--- config.mk ---
export PLATFORM = sky130hd
export DESIGN_NAME = ofdm_symbol_sequencer
export DESIGN_NICKNAME = d
export VERILOG_FILES = /design/src/rtl/ofdm_symbol_sequencer.sv
export SDC_FILE = /design/constraint.sdc
export NUM_CORES = 1
export LEC_CHECK = 0
export ABC_AREA = 1
export CAP_MARGIN = 15
export CORE_MARGIN = 2
export CORE_UTILIZATION = 48
export CTS_CLUSTER_SIZE = 10
export DETAILED_ROUTE_END_ITERATION = 8
export GPL_ROUTABILITY_DRIVEN = 0
export GPL_TIMING_DRIVEN = 0
export PLACE_DENSITY = 0.89
export SKIP_LAST_GASP = 1
export SLEW_MARGIN = 20
export SYNTH_ARGS = -nofsm -noshare
export SYNTH_HDL_FRONTEND = slang
export SYNTH_SLANG_ARGS = --single-unit
--- constraint.sdc ---
create_clock -name clock -period 2.4 [get_ports clock]
set_input_delay 0.24 -clock clock [delete_from_list [all_inputs] [get_ports clock]]
set_output_delay 0.24 -clock clock [all_outputs]
set_load 0.005 [all_outputs]
--- src/rtl/ofdm_symbol_sequencer.sv ---
// OFDM symbol sequencer: maps a QAM sample stream plus nulls and BPSK pilots
// onto the 64 IFFT bins of each symbol, with ready/valid on both sides.
module ofdm_symbol_sequencer #(
    parameter int unsigned       N_FFT     = 64,
    parameter logic signed [15:0] PILOT_AMP = 16'sd8192
) (
    input  logic               clock,
    input  logic               reset,
    input  logic               enable,
    input  logic signed [15:0] data_i,
    input  logic signed [15:0] data_q,
    input  logic               data_valid,
    output logic               data_ready,
    output logic signed [15:0] out_i,
    output logic signed [15:0] out_q,
    output logic               out_valid,
    input  logic               out_ready,
    output logic [5:0]         out_bin,
    output logic               sop,
    output logic               eop,
    output logic [15:0]        sym_cnt,
    output logic               busy
);

    localparam int unsigned        BIN_W     = 6;
    localparam int unsigned        LFSR_W    = 7;
    localparam logic [BIN_W-1:0]   LAST_BIN  = BIN_W'(N_FFT - 1);
    localparam logic [LFSR_W-1:0]  LFSR_SEED = 7'b1111111;
    localparam logic signed [15:0] PILOT_NEG = -PILOT_AMP;

    localparam logic [0:0] S_IDLE = 1'b0;
    localparam logic [0:0] S_RUN  = 1'b1;

    logic [0:0]        state;
    logic [0:0]        state_next;
    logic [BIN_W-1:0]  k;
    logic [LFSR_W-1:0] lfsr;

    logic              bin_null;
    logic              bin_pilot;
    logic              bin_data;
    logic              run;
    logic              out_free;
    logic              load;
    logic              xfer_last;
    logic              pol_fb;
    logic              pilot_neg;
    logic signed [15:0] bin_i;
    logic signed [15:0] bin_q;

    // Bin classification for the current bin counter
    always_comb begin
        bin_null  = (k == 6'd0) || ((k >= 6'd27) && (k <= 6'd37));
        bin_pilot = (k == 6'd7) || (k == 6'd21) || (k == 6'd43) || (k == 6'd57);
        bin_data  = !bin_null && !bin_pilot;
    end

    // Handshake and load qualification; reset masks everything
    always_comb begin
        run        = (state == S_RUN) && !reset;
        out_free   = !out_valid || out_ready;
        data_ready = run && enable && bin_data && out_free;
        load       = run && enable && out_free && (!bin_data || data_valid);
        xfer_last  = out_valid && out_ready && (out_bin == LAST_BIN);
        busy       = run;
    end

    // Pilot polarity is frozen for the symbol; bin 21 carries the inverted pilot
    always_comb begin
        pol_fb    = lfsr[6] ^ lfsr[3];
        pilot_neg = pol_fb ^ (k == 6'd21);
        bin_i     = 16'sd0;
        bin_q     = 16'sd0;
        if (bin_pilot) begin
            bin_i = pilot_neg ? PILOT_NEG : PILOT_AMP;
        end else if (bin_data) begin
            bin_i = data_i;
            bin_q = data_q;
        end
    end

    always_comb begin
        state_next = state;
        case (state)
            S_IDLE:  if (enable) state_next = S_RUN;
            S_RUN:   if (xfer_last && !enable) state_next = S_IDLE;
            default: state_next = S_IDLE;
        endcase
    end

    always_ff @(posedge clock) begin
        if (reset) begin
            state <= S_IDLE;
        end else begin
            state <= state_next;
        end
    end

    // Output register, bin counter, pilot LFSR and symbol counter
    always_ff @(posedge clock) begin
        if (reset) begin
            k         <= '0;
            lfsr      <= LFSR_SEED;
            out_valid <= 1'b0;
            out_i     <= 16'sd0;
            out_q     <= 16'sd0;
            out_bin   <= '0;
            sop       <= 1'b0;
            eop       <= 1'b0;
            sym_cnt   <= 16'd0;
        end else if (load) begin
            out_valid <= 1'b1;
            out_i     <= bin_i;
            out_q     <= bin_q;
            out_bin   <= k;
            sop       <= (k == 6'd0);
            eop       <= (k == LAST_BIN);
            k         <= k + 6'd1;
            if (k == LAST_BIN) begin
                lfsr    <= {lfsr[5:0], pol_fb};
                sym_cnt <= sym_cnt + 16'd1;
            end
        end else if (out_valid && out_ready) begin
            out_valid <= 1'b0;
        end
    end

endmodule

# Word-level counts from Yosys, hierarchy flattened
# Index checks and enable logic that the tools add are counted.
[word_totals] regBits=71 input_bits=37 word_cells=59 output_inout_bits=59
[classes] bitwise_logic=3 n_mux=10 reduce_logical=26 n_eq_ne=6 n_lt_le_gt_ge=2 add_sub_neg=2
[ops] cell="2-to-1 mux 16 bit" n=5
[ops] cell="== test 6 bit (second input constant)" n=4
[ops] cell="adder 16 x 1 -> 16 bit (second input constant)" n=1
[ops] cell="logical AND 1 bit" n=11
[ops] cell="adder 6 x 1 -> 6 bit (second input constant)" n=1
[ops] cell="== test 6 x 3 -> 1 bit (second input constant)" n=1
[ops] cell="== test 6 x 5 -> 1 bit (second input constant)" n=1
[ops] cell="greater-or-equal comparator 6 x 5 -> 1 bit (second input constant)" n=1
[ops] cell="<= comparator 6 bit (second input constant)" n=1
[ops] cell="zero test 1 bit" n=6
[ops] cell="zero test 6 bit" n=1
[ops] cell="logical OR 1 bit" n=6
[ops] cell="2-to-1 mux 1 bit" n=4
[ops] cell="one-hot mux 1 bit (2 select lines)" n=1
[ops] cell="AND reduction 2 bit" n=1
[ops] cell="nonzero test 2 bit" n=1
[ops] cell="XOR 1 bit" n=2
[ops] cell="NOT 1 bit" n=1

# Depth between registers and ports, before layout
# Gate-level depths: netlist of run 1.
[logic_depth] word_depth=10 ltp_mapped=14 ltp_nobuf=13

# Worst setup path before layout of run 1
# Ideal clock, no wire load.
[synth_timing] kind="register to register" startpoint="register k[1]" endpoint="register lfsr[1]" n_path_buf=1 synth_period_minus_slack_ps=1782 stages_incl_launch_ff=14 t_required_ps=2266 slack_ps=618 setup_ps=134 t_arrival_ps=1649 path_cell_list="dfxtp_1 inv_1 ha_1 nand3_1 nor2_1 nor2_1 nand2_2 nor2_8 nand2_8 nand2_8 inv_2 buf_6 nand3_1 nand3_1"
[synth_between] elab_chain_len=10 word_cells_on_any_way=20 cone_classes="2 x order compare; 5 x eq/ne; 13 x reduce/logical"
[synth_rtl] item="start, declared" line_no="36" source="logic [BIN_W-1:0] k;"
[synth_rtl] item="start signal, assigned" line_no="118" source="k <= k + 6'd1;"
[synth_rtl] item="branches (longest 9 deep; another with greater-or-equal comparator 6 x 5 -> 1 bit)"
[synth_rtl] item="AND reduction 2 bit (no line) (*)"
[synth_rtl] item="end signal, assigned" line_no="120" source="lfsr <= {lfsr[5:0], pol_fb};"
[synth_rtl] item="end, declared" line_no="37" source="logic [LFSR_W-1:0] lfsr;"
# Mark *: on every way between the ends.
# A chain may end at the register's enable or synchronous reset.

# Final worst setup path of run 1
[layout_timing] startpoint="register k[0]" endpoint="output data_ready"
[layout_between] elab_chain_len=8 word_cells_on_any_way=17 cone_classes="2 x order compare; 4 x eq/ne; 11 x reduce/logical"
[layout_rtl] item="branches (longest 5 deep; another with greater-or-equal comparator 6 x 5 -> 1 bit)"
[layout_rtl] item="logical AND 1 bit (*)" line_no="55" source="bin_data = !bin_null && !bin_pilot;"
[layout_rtl] item="logical AND 1 bit (*) (2 in series)" line_no="62" source="data_ready = run && enable && bin_data && out_free;"
[layout_rtl] item="end, declared" line_no="13" source="output logic data_ready,"
# Marks and branches as above.

==> run_results.csv, run 1 <==
group,metric,value,unit
outcome,status,"finished with violations",
outcome,violations,"DRC",
routing,drtPass1Iterations,9,
cells_and_area,final_common_cell,"nand2_1",
logic_synthesis,synth_edf_count,0,
logic_synthesis,synth_flop_cell,"dfxtp_1",
routing,drc,1,
routing,top_layer,"met4",
routing,wl_met3,812,um
place,hpwlAfterDp,6.449,mm
logic_synthesis,yosysWarnings,0,
timing,setup_viol,0,
logic_synthesis,synth.area.top_cells,"dfxtp_1, nand2_1, nand3_1",
global_route,grt_overflow,0,
worst_setup_path,crit_path_max_incr_delay,0.37,ns
timing,rsz0062_at_grt,"no",
worst_setup_path,cp.required,2.16,ns
flow_run,max_cap_viol_count,0,
worst_setup_path,crit_path_start_kind,"flip-flop",
routing,viasPerCell,5.252,
global_route,antenna_found_initial,0,
cells_and_area,most-common-layout-cells,"nand2_1, clkdlybuf4s50_1, dfxtp_1",
clock_network,ctsHoldBuffers,0,
routing,dr.first_iter.drc_count,193,
routing,antenna_left,0,
routing,wl,8.973,mm
global_route,grt_pass1_wl,14.92,mm
cells_and_area,stdcell_count,663,
clock_network,cts.sinks,71,
timing,slew_headroom,0.5938,
pwr,power.share.combinational,0.097,
clock_network,insertion_delay,0.35,ns
pwr,p_clk_frac,0.399,
logic_synthesis,synth_top_area_share,0.4211,
routing,wire_per_inst,13.53,um
floorplanning,die_area,7719,um^2
logic_synthesis,syn_area,3376,um^2
floorplanning,core,6794,um^2
logic_synthesis,syn_area_per_cell,7.468,um^2
timing,clock_skew,0.007452,ns
worst_setup_path,criticalPathCategory,"flip-flop to primary output",
routing,drt-met1-wl,3.595,mm
worst_setup_path,crit_family,"simple AND/OR/NAND/NOR gates",
logic_synthesis,synth_xor_area_frac,0.04411,
logic_synthesis,synth-simple-area-share,0.3310,
floorplanning,num_rows,30,
place,io_buffer_count,94,
global_route,grt_max_degree,13,
pwr,internal-power,1.812,mW
worst_setup_path,endpoint_kind,"primary output",
logic_synthesis,ys_seq_area_frac,0.4211,
logic_synthesis,async_flop_share,0,
timing,hold_viol_final,0,
pwr,switching_share,0.2426,
worst_setup_path,slowest_stage,"dfxtp_4",
timing,finalCritPeriodShare,0.8913,
logic_synthesis,syn_nets,495,
clock_network,clk_pin_slew,0.08,ns
clock_network,cts.htree.levels,3,
min_path,hold_start,"reset",
logic_synthesis,syn_inst,452,
global_route,grt_use_total,0.2448,
worst_setup_path,cp_num_buf_inv,2,
pwr,vdd_drop_max,379.6,uV
timing,fmax,467.5,MHz
place,dp_cells,642,
floorplanning,die_height,87.86,um
worst_setup_path,path_cells,"ha_4, or2_0, o21ai_1, nand2_2, nor3_4, buf_6, dlygate4sd2_1",
pwr,power_leakage,1.694,nW
cells_and_area,diodes,0,
logic_synthesis,synth_top_area_cell,"dfxtp_1",
logic_synthesis,synthAdderAreaFrac,0.02224,
logic_synthesis,synth_top_family_by_area,"simple AND/OR/NAND/NOR gates",
global_route,first_global_vias,3212,
timing,slew_viol_final,0,
cells_and_area,nFillCells,525,
routing,route.met2.wl,4.395,mm
logic_synthesis,ys_ff_latch,71,
logic_synthesis,synth-compound-area-share,0.1038,
cells_and_area,drive_gt1_frac,0.1041,
logic_synthesis,synth.distinct_cells,28,
pwr,p_seq_frac,0.504,
timing,setup_tns,0,ns
cells_and_area,fin_nets,605,
timing,worstMarginPinSlew,0.6093,ns
pwr,switchingPower,580.5,uW
cells_and_area,area_growth,39.40,%
floorplanning,start_util,0.4969,
timing,min_period,2.139,ns
worst_setup_path,crit_fanout,5,
worst_setup_path,critPathArrivalTime,1.90,ns
clock_network,clock_path_buffers,2,
clock_network,cts_root_buf,"clkbuf_8",
floorplanning,die_x,87.86,um
pwr,power.density,508.4,nW/um^2
worst_setup_path,rr_startpoint,"k[1]$_SDFFE_PP0P_",
clock_network,tritoncts,"yes",
min_path,hp-class,"input port to flip-flop",
clock_network,cts_buffers,9,
worst_setup_path,cp-startpoint,"k[0]$_SDFFE_PP0P_",
routing,vias,3482,
logic_synthesis,synth.area.mux_share,0,
floorplanning,io_pins,96,
## power groups by stage
stage | Sequential, mW | Combinational (mW) | Clock, mW
2_1_floorplan | 1.23 | 0.109 | 0
4_1_cts | 1.20 | 0.231 | 0.963
5_1_grt | 1.21 | 0.253 | 1.02
3_5_place_dp | 1.23 | 0.226 | 0
3_3_place_gp | 1.23 | 0.222 | 0
6_report | 1.21 | 0.233 | 0.954
## cell usage after synthesis (2+ instances only)
cell,n
nand2_1,107
dfxtp_1,71
nand3_1,57
nor2_1,52
a21oi_1,44
nand4_1,19
inv_1,17
clkbuf_1,12
xor2_1,10
a21oi_2,8
o21ai_0,8
buf_6,7
xnor2_1,7
buf_2,6
ha_1,6
o21ai_1,4
buf_4,2
inv_2,2
nand2_2,2
nand2_8,2
nor3_1,2
## sequential cells by signal, summed over array words and instances, names as in the netlist
signal,flops
sop,1
out_i,16
out_valid,1
k,6
state,1
out_bin,6
lfsr,7
eop,1
sym_cnt,16
out_q,16
## routing by layer
layer  up-vias  GRT usage
met4         0    0.09091
li1       1713          -
met2       148     0.4139
met1      1602     0.2928
met5         -          0
met3        19    0.07540
## timing repair
item                       4_1_cts  5_1_grt
gates resized for setup         12        0
buffers inserted                 5        0
setup endpoints to repair        1        0
## kinds of logic (layout without fill, tap and decap cells)
family          after synthesis  in the layout
buf+inv                      49            164
xor+xnor                     17             17
fa+ha+maj                     6              6
compound gates               64             64
flops                        71             71
simple gates                245            245
## through the flow
step             util  worst slack, ns  instance area, um^2  hold slack (ns)  power, mW
2_1_floorplan       -           0.6176                 3376           0.3504      1.341
5_1_grt        0.6926           0.1094                 4706           0.1799      2.476
3_3_place_gp   0.6530          0.01384                 4437           0.4489      1.454
6_report       0.6926           0.2608                 4706           0.1676      2.392
3_5_place_dp   0.6530          0.01285                 4437           0.4545      1.458
4_1_cts        0.6926           0.2297                 4706           0.1514      2.399
## cell type report
| cell class | instances | area [um^2] | share of cell area |
|---|---|---|---|
| clock buffer | 10 | 137.6 | 0.02925 |
| buffer | 29 | 193.9 | 0.04121 |
| clock inverter | 6 | 60.06 | 0.01276 |
| tap | 96 | 120.1 | 0.02553 |
| sequential | 71 | 1429 | 0.3036 |
| timing repair buffer | 99 | 977.2 | 0.2077 |
| inverter | 20 | 75.07 | 0.01595 |
| multi-input combinational | 332 | 1713 | 0.3640 |
## path summary, 6_finish.rpt
kind | end | slack (ns) | depth (start not counted)
setup / recovery | data_ready | 0.26 | 7
hold / removal | out_q[7]$_SDFFE_PP0P_ | 0.17 | 2
setup reg to reg | lfsr[3]$_SDFFE_PP1P_ | 0.34 | 14
hold reg to reg | out_i[6]$_SDFFE_PP0P_ | 0.46 | 2
(Power assumes the default switching activity.)
==> run 2, diff against run 1 <==
Settings changed: CTS_CLUSTER_DIAMETER from default to 40.
==> results of run 2 <==
The final DEF is identical to that of run 1; final timing and power are the same.
==> RTL change (settings of run 1) <==
Put one more register stage on the output `sym_cnt`, cleared by the reset. The value now appears one clock later. The other outputs are not delayed to match.
--- a/src/rtl/ofdm_symbol_sequencer.sv
+++ b/src/rtl/ofdm_symbol_sequencer.sv
@@ -31,4 +31,6 @@
     localparam logic [0:0] S_IDLE = 1'b0;
     localparam logic [0:0] S_RUN  = 1'b1;
+
+    logic [15:0] sym_cnt_s0;
 
     logic [0:0]        state;
@@ -108,5 +110,5 @@
             sop       <= 1'b0;
             eop       <= 1'b0;
-            sym_cnt   <= 16'd0;
+            sym_cnt_s0 <= 16'd0;
         end else if (load) begin
             out_valid <= 1'b1;
@@ -119,5 +121,5 @@
             if (k == LAST_BIN) begin
                 lfsr    <= {lfsr[5:0], pol_fb};
-                sym_cnt <= sym_cnt + 16'd1;
+                sym_cnt_s0 <= sym_cnt_s0 + 16'd1;
             end
         end else if (out_valid && out_ready) begin
@@ -126,4 +128,12 @@
     end
 
+    always_ff @(posedge clock) begin
+        if (reset) begin
+            sym_cnt <= '0;
+        end else begin
+            sym_cnt <= sym_cnt_s0;
+        end
+    end
+
 endmodule
 
Behaviour: same outputs for any inputs over 10 cycles, from zero or initial values and one cycle with reset high; that may be too few to reach the edited logic, so the function may still have changed.
==> RTL change against run 1 <==
- via count up 6.9%
- cell area up 8.1%
- utilization down 2.7 points
- sequential share of layout area up 4.0 points
- sequential cell count up 16
- synthesized area up 12%
- wire length up 7.9%
- total power up 17%
- synthesized cell count up 10%
- worst setup slack worse by 0.10 ns
- maximum frequency down 4.6%
- worst hold slack better by 0.27 ns
- die area up 11%
- critical path type unchanged
- largest cell class is now sequential cells
==> RTL change: results <==
group,metric,value,unit
outcome,outcome,"complete, no violations",
routing,drtPass1Iterations,5,
global_routing,grt_pass1_vias,3622,
power,p_leak,1.86,nW
global_routing,gr-usage-met1,27.8,%
routing,first_iter_violations,177,
critical_path,critPathLaunch,"k[1]$_SDFFE_PP0P_",
layout,insertedDiodeCount,0,
layout,fillers,573,
power,comb_power_share,8.4,%
critical_path,crit_arrival,2.00,ns
logic_synthesis,yosysSeqAreaShare,46.2,%
placement,hpwl,6970,um
hold_path,worstHoldPathCells,4,
logic_synthesis,yosysUniqueCellTypes,25,
timing,skew,0.0103,ns
power,ir_drop,0.337,mV
global_routing,met3_usage,8.79,%
routing,dr_wl_met2,4580,um
global_routing,use_met2,38.1,%
routing,m1WireLength,3830,um
layout,multi_input_area,1730,um^2
power,power.density,551,nW/um^2
logic_synthesis,synth.area.top_cells,"dfxtp_1, nand2_1, nand3_1",
routing,vias,3723,
hold_path,min_to,"state$_SDFF_PP0_",
timing,hold_slack,0.438,ns
routing,drcViolationCount,0,
placement,dp_worst_setup_slack,-0.0317,ns
placement,dp_cells,694,
global_routing,grt_pass1_wl,16300,um
routing,wire_per_inst,13.6,um
layout,layout-drive-gt1-share,6.87,%
critical_path,r2r_slack,0.26,ns
global_routing,grt_use_total,23.6,%
placement,dpl_cell_area,4840,um^2
routing,wl_met3,982,um
critical_path,crit_fanout,6,
layout,finalNetCount,649,
timing,worst-slew-pin-transition,0.562,ns
logic_synthesis,synthXorXnorAreaFrac,3.72,%
timing,fin_crit,2.24,ns
power,pg_seq,0.00147,W
logic_synthesis,synth_compound_area_share,8.50,%
logic_synthesis,synth_common_cells,"nand2_1, dfxtp_1, nor2_1",
layout,fin_cells,713,
==> RTL change: kinds of logic (layout without fill, tap and decap cells) <==
kind of cell,Yosys count,after routing
flip-flops,87,87
adder cells (fa/ha/maj),6,6
XOR/XNOR,16,16
buffers and inverters,62,175
AND/OR/NAND/NOR,263,263
AO/OA/AOI/OAI,64,64
==> RTL change: layout make-up <==
cell class                      count  share of cell area, %
Buffer                             32                   3.88
Clock buffer                       11                   2.58
Clock inverter                      5                   1.60
Inverter                           30                   2.21
Multi-Input combinational cell    349                   34.0
Sequential cell                    87                   34.3
Tap cell                          102                   2.51
Timing Repair Buffer               97                   18.9
==> RTL change: timing repair <==
| item | CTS | global route |
|---|---|---|
| endpoints found under the hold margin | 0 | 0 |
| endpoints found under the setup margin | 1 | 0 |
| setup buffers | 3 | 0 |
| gates resized for setup | 7 | 0 |
==> RTL change: tightest hold or removal path: cells and delay by family <==
kind,cells,cell delay [ns]
buf+inv,1,0.27
simple gates,2,0.18
compound gates,1,0.07
